[src/rtl/ctrl_pipe_pkg.sv]
// ctrl_pipe_pkg: shared constants for the control-bundle pipeline (counter width, E/M bundle bit map, default kill mask)
package ctrl_pipe_pkg;
  localparam int CNT_W = 16;
  localparam int PCSRC = 3;
  localparam int REGWRITE = 2;
  localparam int MEMTOREG = 1;
  localparam int MEMWRITE = 0;
  localparam logic [3:0] DEF_KILL_MASK = 4'b1101;
  function automatic logic [CNT_W-1:0] sat_inc(input logic [CNT_W-1:0] c);
    return &c ? c : c + 1'b1;
  endfunction
endpackage

[src/rtl/ctrl_pipe_stage.sv]
// ctrl_pipe_stage: one register stage of the control chain with stall and per-stage bubble insertion
module ctrl_pipe_stage #(
  parameter int WIDTH = 4,
  parameter logic [WIDTH-1:0] KILL_MASK = {WIDTH{1'b1}}
) (
  input  logic             clk,
  input  logic             reset,
  input  logic             en,
  input  logic             flush,
  input  logic             feed_valid,
  input  logic [WIDTH-1:0] feed,
  output logic [WIDTH-1:0] bundle,
  output logic             valid
);
  // reset clears; flush bubbles (non-kill bits still advance when enabled); en advances; otherwise hold
  always_ff @(posedge clk)
    if (!reset) begin
      bundle <= '0;
      valid  <= 1'b0;
    end else if (flush) begin
      bundle <= (en ? feed : bundle) & ~KILL_MASK;
      valid  <= 1'b0;
    end else if (en) begin
      bundle <= feed_valid ? feed : feed & ~KILL_MASK;
      valid  <= feed_valid;
    end
endmodule

[src/rtl/ctrl_pipe_reg.sv]
// ctrl_pipe_reg: DEPTH-stage control-bundle pipeline with stall, per-stage flush and optional perf counters (CTRL_PIPE_PERF_EN)
module ctrl_pipe_reg
  import ctrl_pipe_pkg::*;
#(
  parameter int WIDTH = 4,
  parameter int DEPTH = 1,
  parameter logic [WIDTH-1:0] KILL_MASK = {WIDTH{1'b1}}
) (
  input  logic             clk,
  input  logic             reset,
  input  logic             en,
  input  logic [DEPTH-1:0] flush,
  input  logic             valid_in,
  input  logic [WIDTH-1:0] d,
  output logic [WIDTH-1:0] q,
  output logic             valid_out,
  output logic [DEPTH-1:0] stage_valid
`ifdef CTRL_PIPE_PERF_EN
  ,
  output logic [CNT_W-1:0] stall_cnt,
  output logic [CNT_W-1:0] bubble_cnt
`endif
);
  logic [DEPTH:0][WIDTH-1:0] bus;
  logic [DEPTH:0]            vld;
  assign bus[0] = d;
  assign vld[0] = valid_in;
  genvar k;
  generate
    for (k = 0; k < DEPTH; k++) begin : g_stage
      ctrl_pipe_stage #(.WIDTH(WIDTH), .KILL_MASK(KILL_MASK)) u_stage (
        .clk(clk),
        .reset(reset),
        .en(en),
        .flush(flush[k]),
        .feed_valid(vld[k]),
        .feed(bus[k]),
        .bundle(bus[k+1]),
        .valid(vld[k+1])
      );
    end
  endgenerate
  assign stage_valid = vld[DEPTH:1];
  assign valid_out = vld[DEPTH];
  assign q = valid_out ? bus[DEPTH] : bus[DEPTH] & ~KILL_MASK;
`ifdef CTRL_PIPE_PERF_EN
  // count stalled edges and edges with an empty last stage, saturating at all-ones
  always_ff @(posedge clk)
    if (!reset) begin
      stall_cnt  <= '0;
      bubble_cnt <= '0;
    end else begin
      if (!en) stall_cnt <= sat_inc(stall_cnt);
      if (!valid_out) bubble_cnt <= sat_inc(bubble_cnt);
    end
`endif
endmodule

[config.mk]
export PLATFORM = sky130hd
export DESIGN_NAME = ctrl_pipe_reg
export DESIGN_NICKNAME = d
export VERILOG_FILES = /design/src/rtl/ctrl_pipe_pkg.sv /design/src/rtl/ctrl_pipe_stage.sv /design/src/rtl/ctrl_pipe_reg.sv
export SDC_FILE = /design/constraint.sdc
export NUM_CORES = 1
export LEC_CHECK = 0
export ABC_AREA = 1
export BUFFER_PORTS_ARGS = -buffer_cell sky130_fd_sc_hd__clkbuf_2
export CAP_MARGIN = 20
export CORE_AREA = 4 4 41 43
export CTS_CLUSTER_DIAMETER = 120
export DETAILED_ROUTE_END_ITERATION = 8
export DIE_AREA = 0 0 45 47
export HOLD_SLACK_MARGIN = 0.06
export MAX_ROUTING_LAYER = met4
export PLACE_DENSITY = 0.45
export SLEW_MARGIN = 20
export SYNTH_ARGS = -nofsm -noshare
export SYNTH_HDL_FRONTEND = slang
export SYNTH_SLANG_ARGS = --single-unit
export TNS_END_PERCENT = 20
[constraint.sdc]
create_clock -name clk -period 1.3 [get_ports clk]
set_input_delay 0.26 -clock clk [delete_from_list [all_inputs] [get_ports clk]]
set_output_delay 0.26 -clock clk [all_outputs]
set_load 0.1 [all_outputs]
==> impl_results.html <==
<table>
<tr><th>Metric</th><th>Value</th></tr>
<tr><th colspan="2">Critical path</th></tr>
<tr><td>Element type at the critical path start</td><td>flop</td></tr>
<tr><td>Class of the most critical setup path</td><td>reg -&gt; out</td></tr>
<tr><td>Crit path required time</td><td>1.04 ns</td></tr>
<tr><td>Worst Path Arrival</td><td>1.00 ns</td></tr>
<tr><td>Register-to-register setup slack</td><td>0.64 ns</td></tr>
<tr><td>Critical path capture point type</td><td>output port</td></tr>
<tr><td>CP max FO</td><td>7</td></tr>
<tr><th colspan="2">Synth</th></tr>
<tr><td>Avg Inst Size Synth</td><td>6.76 um^2</td></tr>
<tr><td>Post-synthesis share of cell area spent on full adders, half adders and majority gates</td><td>0</td></tr>
<tr><td>Mux cell area share after synthesis</td><td>0</td></tr>
<tr><td>Xor and xnor fraction of the mapped netlist area</td><td>0</td></tr>
<tr><td>Number of standard cells after synthesis</td><td>32</td></tr>
<tr><td>Number of warnings reported in the yosys synthesis log</td><td>0</td></tr>
<tr><td>Post-synth design cell area</td><td>216 um^2</td></tr>
<tr><td>Register area share after synthesis</td><td>0.462</td></tr>
<tr><td>Synthesized netlist net count</td><td>41</td></tr>
<tr><td>Area fraction in compound gates after synthesis</td><td>0.116</td></tr>
<tr><td>Cell variety after synth</td><td>7</td></tr>
<tr><td>Simple-gate area share of the yosys netlist</td><td>0.283</td></tr>
<tr><td>Number of storage elements in the synthesis netlist</td><td>5</td></tr>
<tr><td>Dominant combinational cell family by area after synthesis</td><td>simple AND/OR/NAND/NOR gates</td></tr>
<tr><th colspan="2">Global routing</th></tr>
<tr><td>Total GRT Usage</td><td>0.0588</td></tr>
<tr><td>First-pass GRT wire length</td><td>793 um</td></tr>
<tr><td>Via count of the first global-routing pass</td><td>190</td></tr>
<tr><td>Antenna violations before repair</td><td>0</td></tr>
<tr><td>Total global routing overflow</td><td>0</td></tr>
<tr><td>Pin count of the biggest net entering global routing</td><td>8</td></tr>
<tr><th colspan="2">Clock network</th></tr>
<tr><td>Total clock sinks</td><td>5</td></tr>
<tr><td>Worst skew pair latency</td><td>0.23 ns</td></tr>
<tr><td>Clock transition at path regs</td><td>0.04 ns</td></tr>
<tr><td>TritonCTS clock tree</td><td>done</td></tr>
<tr><td>Maximum clock insertion buffer count</td><td>2</td></tr>
<tr><td>Post-CTS Setup Inserts</td><td>0</td></tr>
<tr><td>Number of buffers created by CTS</td><td>3</td></tr>
<tr><td>Level count of the clock H-tree</td><td>1</td></tr>
<tr><td>Root Buffer Master</td><td>sky130_fd_sc_hd__clkbuf_4</td></tr>
<tr><th colspan="2">Detailed routing</th></tr>
<tr><td>Vias after detailed routing</td><td>243</td></tr>
<tr><td>DRC violation total after the first TritonRoute iteration</td><td>3</td></tr>
<tr><td>Number of remaining DRC errors</td><td>0</td></tr>
<tr><td>Drt first pass iters</td><td>4</td></tr>
<tr><td>Number of antenna-violating nets in the routed design</td><td>0</td></tr>
<tr><td>Final routed wirelength across all metal layers</td><td>524 um</td></tr>
<tr><td>Via/cell ratio</td><td>3.80</td></tr>
<tr><td>Detail-routed net length per standard cell</td><td>8.19 um</td></tr>
<tr><th colspan="2">Job</th></tr>
<tr><td>Reported max-cap violation count</td><td>0</td></tr>
<tr><th colspan="2">Power</th></tr>
<tr><td>P per Cell Area</td><td>887 mW/mm^2</td></tr>
<tr><td>IR Drop Worst-Case VDD</td><td>0.000356 V</td></tr>
<tr><td>Static Leakage</td><td>0.000167 uW</td></tr>
<tr><td>Total chip power</td><td>388 uW</td></tr>
<tr><th colspan="2">Floorplan</th></tr>
<tr><td>Floorplan die area</td><td>0.00212 mm^2</td></tr>
<tr><td>Area of the core</td><td>0.00130 mm^2</td></tr>
<tr><td>IO Pins</td><td>15</td></tr>
<tr><td>Height of the die</td><td>47 um</td></tr>
<tr><td>Number of placement rows</td><td>13</td></tr>
<tr><td>Initial cell density of the core</td><td>0.166</td></tr>
<tr><td>Horizontal extent of the die</td><td>45 um</td></tr>
<tr><th colspan="2">STA</th></tr>
<tr><td>Final count of hold timing violations</td><td>0</td></tr>
<tr><td>Maximum clock frequency</td><td>0.794 GHz</td></tr>
<tr><td>Final critical path time including I/O delays and setup</td><td>1.26 ns</td></tr>
<tr><td>Relative slew slack</td><td>0.882</td></tr>
<tr><td>Final setup violation count</td><td>0</td></tr>
<tr><td>Worst Max-Slew Pin Slew</td><td>0.176 ns</td></tr>
<tr><td>Max-slew violation count</td><td>0</td></tr>
<tr><td>Setup repair after global routing missed its margin</td><td>true</td></tr>
<tr><td>Final Skew</td><td>0 ns</td></tr>
<tr><td>Final critical-path share of the clock period</td><td>0.969</td></tr>
<tr><th colspan="2">Layout</th></tr>
<tr><td>Final Cell Area</td><td>438 um^2</td></tr>
<tr><td>Fin util</td><td>0.337</td></tr>
<tr><td>Fraction of final layout cells sized beyond drive strength 1</td><td>0.510</td></tr>
<tr><td>Count of nets after finishing</td><td>59</td></tr>
<tr><td>Final non-filler cell total</td><td>64</td></tr>
<tr><td>Diodes inserted</td><td>0</td></tr>
<tr><td>Area growth from synthesis to layout</td><td>102%</td></tr>
<tr><td>Fill cells</td><td>156</td></tr>
<tr><th colspan="2">Place</th></tr>
<tr><td>Placed Cells</td><td>60</td></tr>
<tr><td>Gp weighted congestion</td><td>0.694</td></tr>
<tr><td>Detail Placement HPWL</td><td>404 um</td></tr>
<tr><td>Placed Instance Area</td><td>407 um^2</td></tr>
<tr><td>Number of port buffers</td><td>14</td></tr>
<tr><th colspan="2">Worst hold path</th></tr>
<tr><td>Path category of the worst min-delay check</td><td>in -&gt; reg</td></tr>
<tr><th colspan="2">Run status</th></tr>
<tr><td>Run status</td><td>completed</td></tr>
</table>
## critical path, cell delays in order (launching register included)
cell and delay [ns]:
sky130_fd_sc_hd__dfxtp_4 0.38, sky130_fd_sc_hd__nand2_1 0.12, sky130_fd_sc_hd__clkinvlp_4 0.10, sky130_fd_sc_hd__buf_12 0.17
## placed cells by master (no fill, tap or decap), drive strengths merged
cell type | netlist | final
a21oi | 5 | 5
buf | 1 | 6
clkinvlp | 0 | 4
nand3 | 4 | 4
nand2 | 11 | 11
clkbuf | 0 | 12
dfxtp | 5 | 5
inv | 6 | 2
## area by class of cell
type	count	area, um^2	area share
Sequential cell	5	104	0.237
Timing Repair Buffer	14	160	0.366
Tap cell	15	18.8	0.0429
Clock buffer	4	26.3	0.0600
Multi-Input combinational cell	20	91.3	0.209
Inverter	6	37.5	0.0857
## worst paths after layout
kind / startpoint / endpoint / cells after the start
max: g_stage[0].u_stage.valid / q[0] / 3
max reg2reg: g_stage[0].u_stage.valid / g_stage[0].u_stage.valid / 2
min reg2reg: g_stage[0].u_stage.bundle[2] / g_stage[0].u_stage.bundle[2] / 2
min: d[3] / g_stage[0].u_stage.bundle[3] / 3
## synthesized netlist by cell type
cell                       n  share of area
sky130_fd_sc_hd__nand3_1   4          0.092
sky130_fd_sc_hd__buf_4     1          0.035
sky130_fd_sc_hd__nand2_1  11           0.19
sky130_fd_sc_hd__inv_1     5          0.087
sky130_fd_sc_hd__inv_2     1          0.017
sky130_fd_sc_hd__a21oi_1   5           0.12
sky130_fd_sc_hd__dfxtp_1   5           0.46
## metal layers
layer  part of all wire  vias up  track usage  wire length, um
met1               0.49       96       0.0685              256
met5                  0        -            -                0
met4                  0        0       0.0702                0
met3               0.13        0       0.0230               67
li1                   -      132            -                -
met2               0.38       15       0.0678              200
## through the flow
| stage | setup slack, ns | hold slack, ns | TNS [ns] |
|---|---|---|---|
| floorplan | 0.00275 | 0.390 | 0 |
| global placement | 0.286 | 0.453 | 0 |
| detailed placement | 0.282 | 0.455 | 0 |
| CTS | 0.0202 | 0.262 | 0 |
| global route | -0.00388 | 0.282 | -0.00506 |
| finish | 0.0405 | 0.267 | 0 |
## state kept, by name, summed over array words and instances, names as in the netlist
signal	count
g_stage.u_stage.valid	1
g_stage.u_stage.bundle	4
## kinds of logic after synthesis
logic type,after synthesis
compound gates,5
buf+inv,7
flops,5
simple gates,15
## power breakdown
| group | internal (uW) | switching (uW) | total, uW |
|---|---|---|---|
| logic | 21.3 | 31.6 | 52.9 |
| registers | 156 | 4.45 | 161 |
| clock network | 116 | 59.1 | 175 |
| total | 293 | 95.1 | 388 |
## timing repair
item | CTS | global route
hold buffers | 0 | 0
resized for setup | 0 | 2
setup endpoints to repair | 0 | 2
Note: power is estimated with default switching activity, not from simulation.
